**config.mk**
```make
export PLATFORM = sky130hd
export DESIGN_NAME = sig_a_toggle_gen
export DESIGN_NICKNAME = d
export VERILOG_FILES = /design/src/rtl/sig_a_toggle_gen.sv
export SDC_FILE = /design/constraint.sdc
export NUM_CORES = 1
export LEC_CHECK = 0
export CAP_MARGIN = 10
export CORE_ASPECT_RATIO = 1.1
export CORE_UTILIZATION = 56
export DETAILED_ROUTE_END_ITERATION = 16
export PLACE_DENSITY_LB_ADDON = 0.15
export SLEW_MARGIN = 20
export SYNTH_ARGS = -nofsm -noshare
export SYNTH_HDL_FRONTEND = slang
export SYNTH_SLANG_ARGS = --single-unit
```
**constraint.sdc**
```tcl
create_clock -name clk -period 5.1 [get_ports clk]
set_input_delay 1.02 -clock clk [delete_from_list [all_inputs] [get_ports clk]]
set_output_delay 1.02 -clock clk [all_outputs]
set_load 0.005 [all_outputs]
```
**src/rtl/sig_a_toggle_gen.sv**
```systemverilog
// sig_a_toggle_gen: burst stimulus source for the single-bit sig_a.
// When start is seen in IDLE with a nonzero burst_len, the block runs a burst of burst_len
// clocks. On each of those clocks it updates sig_a from the captured mode:
//   00 Galois LFSR bit, 01 toggle, 10/11 hold.
// Optional feature: define SIG_A_CHG_CNT_EN to count the burst updates that changed sig_a.
// Without it, change_cnt is tied to zero.
// Ports:
//   clk        system clock, all state on posedge
//   rst        asynchronous active-low reset
//   start      burst request, only sampled in IDLE
//   mode       generation mode for the next accepted burst
//   burst_len  number of generated values (0 = request ignored)
//   sig_a      generated signal (registered)
//   valid      high while sig_a carries a burst-generated value
//   busy       high while running
//   done       one-cycle pulse coinciding with the last valid value
//   change_cnt number of burst updates where sig_a changed
module sig_a_toggle_gen #(
  parameter int unsigned       LFSR_W = 16,
  parameter logic [LFSR_W-1:0] SEED   = 16'hACE1,
  parameter int unsigned       LEN_W  = 8
) (
  input  logic             clk,
  input  logic             rst,
  input  logic             start,
  input  logic [1:0]       mode,
  input  logic [LEN_W-1:0] burst_len,
  output logic             sig_a,
  output logic             valid,
  output logic             busy,
  output logic             done,
  output logic [LEN_W-1:0] change_cnt
);

  localparam logic [LFSR_W-1:0] Poly = 16'hB400;

  typedef enum logic [1:0] {StIdle, StRun, StDone} state_e;

  state_e            state_q, state_d;
  logic [1:0]        mode_q;
  logic [LEN_W-1:0]  remaining_q;
  logic [LFSR_W-1:0] lfsr_q, lfsr_step;
  logic              sig_a_q, sig_a_next;
  logic              valid_q;
  logic              accept, run_edge;

  assign lfsr_step = lfsr_q[0] ? ((lfsr_q >> 1) ^ Poly) : (lfsr_q >> 1);

  always_comb begin
    sig_a_next = sig_a_q;
    case (mode_q)
      2'b00:   sig_a_next = lfsr_step[0];
      2'b01:   sig_a_next = ~sig_a_q;
      default: sig_a_next = sig_a_q;
    endcase
  end

  always_comb begin
    state_d  = state_q;
    accept   = 1'b0;
    run_edge = 1'b0;
    unique case (state_q)
      StIdle: begin
        if (start && (burst_len != '0)) begin
          accept  = 1'b1;
          state_d = StRun;
        end
      end
      StRun: begin
        run_edge = 1'b1;
        if (remaining_q == LEN_W'(1)) state_d = StDone;
      end
      StDone:  state_d = StIdle;
      default: state_d = StIdle;
    endcase
  end

  always_ff @(posedge clk or negedge rst) begin
    if (!rst) begin
      state_q     <= StIdle;
      mode_q      <= 2'b00;
      remaining_q <= '0;
      lfsr_q      <= SEED;
      sig_a_q     <= 1'b0;
      valid_q     <= 1'b0;
    end else begin
      state_q <= state_d;
      if (accept) begin
        mode_q      <= mode;
        remaining_q <= burst_len;
      end
      if (run_edge) begin
        sig_a_q     <= sig_a_next;
        valid_q     <= 1'b1;
        remaining_q <= remaining_q - LEN_W'(1);
        // The LFSR only advances while generating random values; it is never reloaded mid-run.
        if (mode_q == 2'b00) lfsr_q <= lfsr_step;
      end
      // valid carries the last value through DONE and drops on the way back to IDLE.
      if (state_q == StDone) valid_q <= 1'b0;
    end
  end

`ifdef SIG_A_CHG_CNT_EN
  logic [LEN_W-1:0] cnt_q;

  always_ff @(posedge clk or negedge rst) begin
    if (!rst) begin
      cnt_q <= '0;
    end else if (accept) begin
      cnt_q <= '0;
    end else if (run_edge && (sig_a_next != sig_a_q) && (cnt_q != '1)) begin
      cnt_q <= cnt_q + LEN_W'(1);
    end
  end

  assign change_cnt = cnt_q;
`else
  assign change_cnt = '0;
`endif

  assign sig_a = sig_a_q;
  assign valid = valid_q;
  assign busy  = (state_q == StRun);
  assign done  = (state_q == StDone);

endmodule

```
==> results_dict.tcl <==
set metrics [dict create \
    status "complete, no violations" \
    drc_errors 0 \
    die_h_um 56.8 \
    post-route-min-period_ns 2.98 \
    place_congestion 0.836 \
    p_clk_share_pct 18.0 \
    synthCells 131 \
    grt_overflow 0 \
    fin_crit_sh_pct 58.4 \
    switching_share_pct 34.0 \
    setup_viol_count_final 0 \
    core_sq_um 2540 \
    p_seq_share_pct 45.1 \
    row_count 19 \
    grt_max_degree 31 \
    critPathKind "flip-flop to output pin" \
    vias 1011 \
    synth_edf_count 0 \
    max_slew_margin_pct 48.1 \
    dieArea_sq_um 2940 \
    clock_path_buffers 2 \
    grt_pass1_vias 1046 \
    drv_slew 0 \
    vias_per_cell 5.52 \
    hold_viol_final 0 \
    drive_gt1_share_pct 25.7 \
    finalClockSkew_ns 0.00364 \
    wire_per_inst_um 13.8 \
    hpwl_mm 1.85 \
    num_antenna_cells 0 \
    place_area_sq_um 1690 \
    cts_tree "done" \
    final_area_sq_um 1760 \
    initial_utilization_pct 60.1 \
    grt.total_usage_pct 20.7 \
    ant_nets 0 \
    io_buffers 16 \
    wl_mm 2.53 \
    crit_fanout 16 \
    yosysWarnings 0 \
    fmax_mhz 336 \
    worst_pin_slew_ns 0.778 \
    final_util_pct 69.4 \
    ir_worst_vdd_v 0.000458 \
    antenna_found_initial 0 \
    dp.cells 175 \
    clkLatencyLatePin_ns 0.33 \
    power_frac_comb_pct 36.9 \
    htree_num_levels 2 \
    drv_cap 0 \
    drt-initial-drc-count 15 \
    fin_cells 183 \
    synthFlopType "dfrtp_1" \
    nets 170 \
    io_pins 25 \
    area_growth_pct 15.4 \
    holdBufCountCts 0 \
    cts.clk_slew.worst_paths_ns 0.09 \
    post_cts_buffers 0 \
    cts_buffers 5 \
    path_cells "inv_1, ha_1, clkdlybuf4s50_1" \
    worstPathRequired_ns 4.08 \
    hp-class "flip-flop to flip-flop" \
    setup.worst_path.start_class "flip-flop" \
    p_sw_w 0.000348 \
    cts_resized 0 \
    netlist_area_sq_um 1530 \
    ys_ff_latch 30 \
    synth-async-reset-ratio_pct 100 \
    reg2reg_slack_ns 2.72 \
    avgSynthCellArea_sq_um 11.7 \
    grt_pass1_wl_mm 4.44 \
    netlist-cell-type-count 37 \
    power.total_w 0.00102 \
    cp.arrival_ns 1.96 \
    worstSetupEndpointType "output pin" \
    first_pass_iters 4 \
    p_leak_nw 0.747 \
    power-per-cell-area_nw_per_um2 580 \
    die_w_um 51.8 \
    seq_area_frac_synth_pct 49.8 \
    cpMaxStageDelayCell "clkdlybuf4s50_1" \
    tns_ns 0 \
    clockRootBuffer "clkbuf_4" \
    max_stage_delay_ns 0.61 \
    cts.sinks 30 \
    p_int_w 0.000675 \
    rsz0062_at_grt "no" \
]
area by class of cell:
type	instances	area, sq um
tap	31	38.8
multi-input combinational	89	689
clock buffer	5	37.5
timing repair buffer	17	168
inverter	8	30.0
fill	199	779
sequential	30	761
clock inverter	3	40.0
worst max-delay path: cells and delay by family (launching register included):
kind	cells	cell delay (ns)
buf+inv	2	0.72
fa+ha+maj	1	0.53
flops	1	0.39
per-layer routing:
layer / routed length, um / up-vias / GRT usage, %
li1: - / 492 / -
met1: 1040 / 496 / 23.3
met2: 1350 / 18 / 33.7
met3: 93 / 5 / 8.40
met4: 40 / 0 / 9.27
met5: 0 / - / 0
power by group through the flow:
stage / Sequential, W / Combinational [W] / Clock [W]
finish: 0.000461 / 0.000378 / 0.000185
global route: 0.000477 / 0.000425 / 0.000200
CTS: 0.000462 / 0.000383 / 0.000190
detailed placement: 0.000466 / 0.000381 / 0
global placement: 0.000458 / 0.000365 / 0
floorplan: 0.000441 / 0.000308 / 0
kinds of logic after synthesis:
kind of cell / after synthesis / share of synthesized area (%)
AOI/OAI and AO/OA: 27 / 12.2
xor gates and xnor gates: 4 / 2.29
adders and majority gates: 6 / 4.91
buffers and inverters: 19 / 6.87
DFF: 30 / 49.8
muxes: 19 / 13.8
other: 1 / 0.245
and+or+nand+nor: 25 / 9.90
per-stage QoR:
stage,hold WS [ns],setup slack (ns)
6_report,0.506,2.12
2_1_floorplan,0.470,2.82
3_3_place_gp,0.483,2.34
3_5_place_dp,0.489,2.29
4_1_cts,0.511,2.11
5_1_grt,0.520,1.97
synth_stat cells, types with 2 or more instances:
cell type / n / share of area (%)
dfrtp_1: 22 / 36
mux2_2: 16 / 12
a21oi_1: 9 / 2.9
buf_4: 8 / 3.9
dfstp_2: 8 / 14
inv_1: 8 / 2.0
ha_1: 6 / 4.9
nand2_1: 6 / 1.5
nor2_1: 5 / 1.2
buf_2: 3 / 0.98
o211ai_1: 3 / 1.5
o21ai_0: 3 / 0.98
xnor2_1: 3 / 1.7
a221oi_1: 2 / 1.1
a22oi_1: 2 / 0.98
and2_1: 2 / 0.82
mux2i_1: 2 / 1.3
nor3_1: 2 / 0.65
o31ai_1: 2 / 0.98
or4_4: 2 / 1.5
layout by cell type, fill, tap and decap left out, types with 2 or more instances in the layout:
cell type	n
dfrtp_1	22
a22oi_1	2
mux2i_1	2
inv_1	8
o21ai_0	3
ha_1	6
nand2_1	6
or4_4	2
mux2_2	16
nor2_1	5
a21oi_1	9
xnor2_1	3
and2_1	2
dfstp_2	8
o31ai_1	2
clkinv_2	2
o211ai_1	3
conb_1	8
clkdlybuf4s50_1	16
a221oi_1	2
nor3_1	2
clkbuf_4	5
flip-flops by register name, indices dropped and copies added (netlist names):
| signal | flops |
|---|---|
| lfsr_q | 16 |
| state_q | 2 |
| valid | 1 |
| mode_q | 2 |
| sig_a | 1 |
| remaining_q | 8 |
worst paths after layout:
path | start | endpoint | cells past startpoint
worst min register to register | lfsr_q[10] | lfsr_q[10] | 2
worst min-delay path | lfsr_q[10] | lfsr_q[10] | 2
worst max register to register | state_q[1] | lfsr_q[14] | 5
max in group asynchronous | rst | lfsr_q[5] | 2
min in group asynchronous | rst | lfsr_q[14] | 2
worst max-delay path | state_q[1] | busy | 3
No activity file was read; power rests on OpenSTA's default activity.
